===== src/rtl/vga_pkg.sv =====
// Shared VGA timing constants and framebuffer arbiter state encoding.
// Used by the sync generator, the framebuffer arbiter and its pixel shifter.
// No ports; import with vga_pkg::*.
package vga_pkg;

  localparam int H_ACTIVE = 640;             // visible pixels per line
  localparam int H_TOTAL  = 796;             // 640 + 60 + 56 + 40
  localparam int V_ACTIVE = 480;             // visible lines
  localparam int V_TOTAL  = 515;             // total lines per frame
  localparam int PPW      = 8;               // pixels per memory word, 1 bpp
  localparam int WPL      = H_ACTIVE / PPW;  // words per visible line
  localparam int OFF_W    = $clog2(PPW);     // pixel-within-word bits of pxl_x
  localparam int WIDX_W   = 10 - OFF_W;      // word-index bits of pxl_x

  typedef enum logic [1:0] {
    IDLE = 2'd0,
    DRD  = 2'd1,
    DCAP = 2'd2,
    WR   = 2'd3
  } arb_state_t;

endpackage


===== src/rtl/vga_pix_shifter.sv =====
// Display pixel shifter: holds the prefetched word and serialises it MSB
// first onto pix_out, one bit per pixel tick.
// Ports:
//   clk, reset      system clock, synchronous active-low reset
//   pxl_tick        strobe marking the first clk of a new pixel
//   video           visible-area flag from the sync generator
//   word_start      current pixel is the first of a memory word
//   cap_en/cap_data load cap_data into the prefetch register
//   pix_out         current pixel bit, masked outside the visible area
//   pix_video       video delayed to line up with pix_out
module vga_pix_shifter
  import vga_pkg::*;
(
  input  logic           clk,
  input  logic           reset,
  input  logic           pxl_tick,
  input  logic           video,
  input  logic           word_start,
  input  logic           cap_en,
  input  logic [PPW-1:0] cap_data,
  output logic           pix_out,
  output logic           pix_video
);

  logic [PPW-1:0] next_word_q, next_word_d;
  logic [PPW-1:0] shifter_q, shifter_d;
  logic           pix_video_q, pix_video_d;

  // The fetch for word k+1 always completes during word k, so a word
  // boundary can load next_word without checking whether it is fresh.
  always_comb begin
    next_word_d = next_word_q;
    shifter_d   = shifter_q;
    pix_video_d = pix_video_q;
    if (cap_en) begin
      next_word_d = cap_data;
    end
    if (pxl_tick && video) begin
      shifter_d = word_start ? next_word_q : (shifter_q << 1);
    end
    if (pxl_tick) begin
      pix_video_d = video;
    end
  end

  always_ff @(posedge clk) begin
    if (!reset) begin
      next_word_q <= '0;
      shifter_q   <= '0;
      pix_video_q <= 1'b0;
    end else begin
      next_word_q <= next_word_d;
      shifter_q   <= shifter_d;
      pix_video_q <= pix_video_d;
    end
  end

  assign pix_video = pix_video_q;
  assign pix_out   = shifter_q[PPW-1] & pix_video_q;

endmodule


===== src/rtl/vga_fb_arbiter.sv =====
// Single-port 1-bpp framebuffer arbiter. Display scan-out prefetches one
// word ahead with absolute priority; a req/gnt writer gets every other slot,
// optionally only during vertical blanking.
// Ports:
//   clk, reset           system clock, synchronous active-low reset
//   pxl_x, pxl_y, video  sync generator coordinates and visible flag
//   pxl_tick             first clk of each new pixel
//   wr_req/addr/data     writer request, held until wr_gnt
//   wr_blank_only        restrict writes to lines >= V_ACTIVE
//   wr_gnt               one-cycle pulse coincident with the RAM write
//   mem_en/we/addr/wdata registered RAM controls
//   mem_rdata            RAM read data, valid 1 clk after a read cycle
//   pix_out, pix_video   serialised pixel and aligned visible flag
module vga_fb_arbiter
  import vga_pkg::*;
#(
  parameter int ADDR_W = 16
) (
  input  logic              clk,
  input  logic              reset,
  input  logic [9:0]        pxl_x,
  input  logic [9:0]        pxl_y,
  input  logic              video,
  input  logic              pxl_tick,
  input  logic              wr_req,
  input  logic [ADDR_W-1:0] wr_addr,
  input  logic [PPW-1:0]    wr_data,
  input  logic              wr_blank_only,
  output logic              wr_gnt,
  output logic              mem_en,
  output logic              mem_we,
  output logic [ADDR_W-1:0] mem_addr,
  output logic [PPW-1:0]    mem_wdata,
  input  logic [PPW-1:0]    mem_rdata,
  output logic              pix_out,
  output logic              pix_video
);

  arb_state_t        state_q, state_d;
  logic              disp_pend_q, disp_pend_d;
  logic [ADDR_W-1:0] fetch_addr_q, fetch_addr_d;
  logic              mem_en_q, mem_en_d;
  logic              mem_we_q, mem_we_d;
  logic [ADDR_W-1:0] mem_addr_q, mem_addr_d;
  logic [PPW-1:0]    mem_wdata_q, mem_wdata_d;
  logic              wr_gnt_q, wr_gnt_d;

  logic              word_start;
  logic [WIDX_W-1:0] word_idx;
  logic [9:0]        next_line;
  logic              mid_trig, line_trig;
  logic              wr_ok;

  assign word_start = (pxl_x[OFF_W-1:0] == '0);
  assign word_idx   = pxl_x[9:OFF_W];
  assign next_line  = (pxl_y == 10'(V_TOTAL - 1)) ? 10'd0 : pxl_y + 10'd1;

  // Mid-line fetches stop at the second-to-last word: the last word of a
  // line is fetched ahead of time, and word 0 of the next line comes from
  // the line prefetch at the end of the visible area.
  assign mid_trig  = pxl_tick && word_start && (pxl_x < 10'(H_ACTIVE)) &&
                     (pxl_y < 10'(V_ACTIVE)) && (word_idx < WIDX_W'(WPL - 1));
  assign line_trig = pxl_tick && (pxl_x == 10'(H_ACTIVE)) &&
                     (next_line < 10'(V_ACTIVE));

  assign wr_ok = wr_req && (!wr_blank_only || (pxl_y >= 10'(V_ACTIVE)));

  // A new trigger overrides the clear from DCAP so a fetch is never lost.
  always_comb begin
    disp_pend_d  = disp_pend_q;
    fetch_addr_d = fetch_addr_q;
    if (state_q == DCAP) begin
      disp_pend_d = 1'b0;
    end
    if (mid_trig) begin
      disp_pend_d  = 1'b1;
      fetch_addr_d = ADDR_W'(pxl_y) * ADDR_W'(WPL) + ADDR_W'(word_idx) + ADDR_W'(1);
    end else if (line_trig) begin
      disp_pend_d  = 1'b1;
      fetch_addr_d = ADDR_W'(next_line) * ADDR_W'(WPL);
    end
  end

  always_comb begin
    state_d = state_q;
    unique case (state_q)
      IDLE: begin
        if (disp_pend_q) begin
          state_d = DRD;
        end else if (wr_ok) begin
          state_d = WR;
        end
      end
      DRD:  state_d = DCAP;
      DCAP: state_d = IDLE;
      WR:   state_d = IDLE;
      default: state_d = IDLE;
    endcase
  end

  // RAM controls are registered, so they are computed from the IDLE
  // decision and appear in the same cycle as DRD or WR.
  always_comb begin
    mem_en_d    = 1'b0;
    mem_we_d    = 1'b0;
    wr_gnt_d    = 1'b0;
    mem_addr_d  = mem_addr_q;
    mem_wdata_d = mem_wdata_q;
    if (state_q == IDLE) begin
      if (disp_pend_q) begin
        mem_en_d   = 1'b1;
        mem_addr_d = fetch_addr_q;
      end else if (wr_ok) begin
        mem_en_d    = 1'b1;
        mem_we_d    = 1'b1;
        wr_gnt_d    = 1'b1;
        mem_addr_d  = wr_addr;
        mem_wdata_d = wr_data;
      end
    end
  end

  always_ff @(posedge clk) begin
    if (!reset) begin
      state_q      <= IDLE;
      disp_pend_q  <= 1'b0;
      fetch_addr_q <= '0;
      mem_en_q     <= 1'b0;
      mem_we_q     <= 1'b0;
      mem_addr_q   <= '0;
      mem_wdata_q  <= '0;
      wr_gnt_q     <= 1'b0;
    end else begin
      state_q      <= state_d;
      disp_pend_q  <= disp_pend_d;
      fetch_addr_q <= fetch_addr_d;
      mem_en_q     <= mem_en_d;
      mem_we_q     <= mem_we_d;
      mem_addr_q   <= mem_addr_d;
      mem_wdata_q  <= mem_wdata_d;
      wr_gnt_q     <= wr_gnt_d;
    end
  end

  assign mem_en    = mem_en_q;
  assign mem_we    = mem_we_q;
  assign mem_addr  = mem_addr_q;
  assign mem_wdata = mem_wdata_q;
  assign wr_gnt    = wr_gnt_q;

  vga_pix_shifter u_shifter (
    .clk        (clk),
    .reset      (reset),
    .pxl_tick   (pxl_tick),
    .video      (video),
    .word_start (word_start),
    .cap_en     (state_q == DCAP),
    .cap_data   (mem_rdata),
    .pix_out    (pix_out),
    .pix_video  (pix_video)
  );

endmodule


===== config.mk =====
export PLATFORM = sky130hd
export DESIGN_NAME = vga_fb_arbiter
export DESIGN_NICKNAME = d
export VERILOG_FILES = /design/src/rtl/vga_pkg.sv /design/src/rtl/vga_pix_shifter.sv /design/src/rtl/vga_fb_arbiter.sv
export SDC_FILE = /design/constraint.sdc
export NUM_CORES = 1
export LEC_CHECK = 0
export ABC_AREA = 1
export CAP_MARGIN = 30
export CORE_AREA = 2 2 86 88
export CTS_CLUSTER_DIAMETER = 80
export CTS_CLUSTER_SIZE = 14
export DETAILED_ROUTE_END_ITERATION = 10
export DIE_AREA = 0 0 88 90
export DONT_BUFFER_PORTS = 1
export PLACE_DENSITY = 0.85
export SLEW_MARGIN = 20
export SYNTH_ARGS = -nofsm -noshare
export SYNTH_HDL_FRONTEND = slang
export SYNTH_HIERARCHICAL = 1
export SYNTH_SLANG_ARGS = --single-unit

===== constraint.sdc =====
create_clock -name clk -period 3 [get_ports clk]
set_input_delay 0.45 -clock clk [delete_from_list [all_inputs] [get_ports clk]]
set_output_delay 0.45 -clock clk [all_outputs]
set_load 0.02 [all_outputs]

==> summary by stage <==
Status
The run finished with clean final reports.

Detailed routing
In the final routed layout, each cell accounts on average for between 10 and 15 um. The post-detailed-route DRC marker count is 0. In this run the remaining antenna-violating nets after routing total 0. The routed wire length is 10,300 um. After the first detailed-routing iteration, the DRC count stood at 222. The detailed-router iteration count before antenna repair is 5. After detailed routing, the number of vias per cell comes to between 5 and 6. The total number of vias is 4,247.

Placed design
Input and output buffers added on the ports amount to 0. After detailed placement, the total cell area comes to 4410 sq um. Counting tap cells, the placed design contains a total of 762 instances. Summed over all nets, the half-perimeter wirelength after detailed placement is 7900 um.

The global placement routability congestion is 0.905.

Synth
Summed over its instances, the top area cell type makes up 28.4% of the synthesized netlist area. Among all flip-flop cells after synthesis, the most frequent one is dfxtp_1. The average cell area after synthesis is 6.46 sq um. After synthesis, the netlist uses 42 different library cells. The synthesized instance count is 678. The most common cell in the synthesized netlist is nand2_1.

After synthesis the netlist holds a flip-flop and latch count of 62. The number of flops mapped to enable cells by yosys is 0. By count the netlist is led by 183 x nand2_1, 86 x nor2_1, 80 x inv_1. The number of nets produced by synthesis is 773. The area of the mapped netlist is 4380 sq um. The post-synthesis sequential area ratio is 28.4%. The Yosys step of the flow raised 6 warnings. The post-synthesis cell type with the largest combined area is dfxtp_1.

For this run, asynchronously set or reset flops after synthesis account for 0%. Yosys attributes the largest share of cell area to dfxtp_1 28%, nand2_1 16%, ha_1 10%, nor2_1 7.4%, inv_1 6.9%.

Timing
The aggregate negative setup slack is 0 ns. Setup repair after global routing left no endpoint under its margin. The final number of max-transition violations came to 0. The pin slew with the least headroom to its limit is 0.745 ns. The fmax is about 390 MHz. Measured against its own limit, the worst slew margin works out to 50.2%.

The clock arrives with between 0.01 and 0.015 ns of skew. The count of endpoints failing hold in the final timing report was 0. The fraction of the cycle the final worst path needs is 84.5%. The number of endpoints failing setup at the final stage is 0. The final critical delay including setup and external delays is roughly 2.5 ns.

Pwr
Combinational logic is responsible for between 20% and 30% of the overall power. The power spent charging and discharging nets is about 0.00074 W. The internal power component is ~0.0015 W. Total power for the finished layout comes to approximately 0.0023 W.

The maximum vdd ir drop is between 200 and 300 uV. Dividing total power by cell area gives a power density of a little under 500 nW/um^2. Of the total power, registers draw between 40 and 50%. The analysis attributes to cell leakage a power of 2.28 nW.

The share of total power consumed by net switching is 32.5%. The clock network burns 35.1% of the power.

Global routing
The initial antenna violation count is 0. The largest net degree at the start of global routing is 42. The first global-routing pass estimated ~17,000 um of wire. The via count of the first global-routing pass was 3,840. Summed over all layers, the global routing overflow is 0. The combined global-route utilization of all metal layers is 26.0%.

Setup path
STA classifies the critical path startpoint as a primary input. The critical path goes through inv_1 -> ha_1 -> nand2_1 -> nor2_1 -> nand3_1 -> nand2_1 -> nor2_1 -> nor2_1 -> ha_1 -> inv_1 -> fa_1 -> inv_1 -> nand3_1 -> nand3_1 -> nand2_1 -> nand2_1 -> xnor2_1 -> o21ai_0 -> nor2_1 -> nor2_1. The cell that appears most often on the critical path is nor2_1. The critical path's slowest cell is fa_1.

The critical path class is primary input to flop. The longest individual stage delay on the worst path is between 0.3 and 0.4 ns. The maximum net fanout on the critical path is 9. STA puts the critical path data required time at 3.23 ns. STA classifies the critical path endpoint as a flop.

Data on the critical path arrives at its endpoint at 2.77 ns.

CTS
The post-cts sizing count is 0. The number of setup buffers added after CTS is 0. At the later pin of the worst-skew pair, clock insertion delay measures 0.34 ns.

The clock sink count is 62. TritonCTS built the clock tree. The maximum buffer depth of the clock tree is 2.

The CTS H-tree depth is 3. The total clock buffers created by CTS is 9. Clock-pin slew was measured on the worst setup and hold paths at 0.06 ns. The tree is rooted in a clkbuf_8. The number of hold-repair buffers added at the cts stage is 0.

Floorplanning
The die boundary width is just under 90 um. The core region is 7020 sq um. The die extent in y is 90 um. The top-level I/O count is 87. Once the floorplan was initialized, standard cells occupied 62.4% of the core. The initialized floorplan defines 31 standard-cell rows. The die covers 7920 sq um.

Final layout
Registers take between 1000 and 1500 sq um. The area occupied by multi-input gates is between 2000 and 3000 sq um. Compared with the post-synthesis result, the final layout area differs by 5.89%. The fill cell instance count of the final layout is 630. For this run, the share of the core covered by cells in the final layout is 66.0%.

The finished layout holds slightly below 800 standard cells, fillers aside. The proportion of layout cells with a drive suffix above 1 is between 7 and 8%. The number of antenna repair diodes is 0. After routing the design area is 4640 sq um. After the last flow step, the layout net total stands at 769.

Min path
In this run the worst hold path is classified as primary input to flop.

Job
Max-cap violations in this run came to 0.
-- through the flow --
step           setup slack (ns)  hold slack, ns
3_5_place_dp              0.154           0.434
6_report                  0.466           0.239
4_1_cts                   0.511           0.223
5_1_grt                   0.204           0.233
3_3_place_gp              0.285           0.423
2_1_floorplan             0.403           0.413
-- layout make-up --
cell class | count | area share (%)
multi-input cells | 509 | 57.9
flip-flops and latches | 62 | 26.8
inverters | 89 | 7.42
clock buffers | 9 | 2.67
well taps | 99 | 2.67
clock inverters | 7 | 2.11
repair buffers | 3 | 0.486
-- cells in the final DEF, fill, tap and decap left out, types with 2 or more instances in the layout --
master	netlist	layout
nor3_1	2	2
nand3b_1	2	2
xnor2_1	7	7
inv_2	5	5
a21oi_1	34	34
nand2_4	3	3
o21ai_0	28	28
inv_6	1	2
nand4_1	6	6
nand2_2	5	5
dfxtp_1	62	62
clkbuf_8	0	9
o22ai_1	2	2
nand3_1	52	52
nand2_1	183	183
fa_1	2	2
nor2_1	86	86
ha_1	35	35
clkinvlp_4	0	2
inv_4	2	2
a31oi_1	19	19
nor2_2	4	4
inv_1	80	80
o21ai_1	21	21
a21oi_2	3	3
bufinv_16	0	2
xor2_1	4	4
buf_4	2	3
-- state kept, by name, indices dropped and copies added (netlist names) --
name                   count
u_shifter/next_word_q      8
state_q                    2
wr_gnt                     1
u_shifter/pix_video        1
u_shifter/shifter_q        8
disp_pend_q                1
fetch_addr_q              16
mem_wdata                  8
mem_addr                  16
mem_en                     1
-- logic make-up (layout without fill, tap and decap cells) --
family | after synthesis | after routing | synth area share (%)
adders and majority gates | 37 | 37 | 10.9
xor gates and xnor gates | 11 | 11 | 2.20
and+or+nand+nor | 349 | 349 | 34.0
buffers and inverters | 107 | 108 | 10.4
AOI/OAI and AO/OA | 112 | 112 | 14.1
DFF | 62 | 62 | 28.4
-- worst max-delay path: cells and delay by family --
family                   cells  cell delay, ns
XOR/XNOR                     1            0.12
adder cells (fa/ha/maj)      3            0.71
AND/OR/NAND/NOR             12            1.19
AO/OA/AOI/OAI                1            0.08
buffers and inverters        3            0.21
-- per-layer routing --
| layer | track usage, % | vias up | part of all wire, % |
|---|---|---|---|
| li1 | - | 2179 | - |
| met3 | 5.69 | 27 | 7.2 |
| met5 | 0 | - | 0 |
| met2 | 42.5 | 146 | 47 |
| met4 | 10.9 | 0 | 3.0 |
| met1 | 32.5 | 1895 | 43 |
-- power groups by stage --
stage,clock network [W],registers (W),logic (W)
global placement,0,0.000959,0.000507
finish,0.000802,0.000943,0.000538
CTS,0.000813,0.000942,0.000531
global route,0.000858,0.000948,0.000611
floorplan,0,0.000951,0.000438
detailed placement,0,0.000961,0.000526
-- worst paths after layout --
check	startpoint	endpoint	slack, ns	cells past startpoint
worst min register to register	state_q[1]$_SDFFE_PN0P_	state_q[1]$_SDFFE_PN0P_	0.45	1
worst max register to register	state_q[0]$_SDFFE_PN0P_	mem_addr[1]$_SDFFE_PN0P_	0.92	5
worst min-delay path	reset	disp_pend_q$_SDFFE_PN0P_	0.24	2
worst max-delay path	pxl_y[0]	fetch_addr_q[13]$_SDFFE_PN0P_	0.47	20
Power figures use the tool's default switching activity.
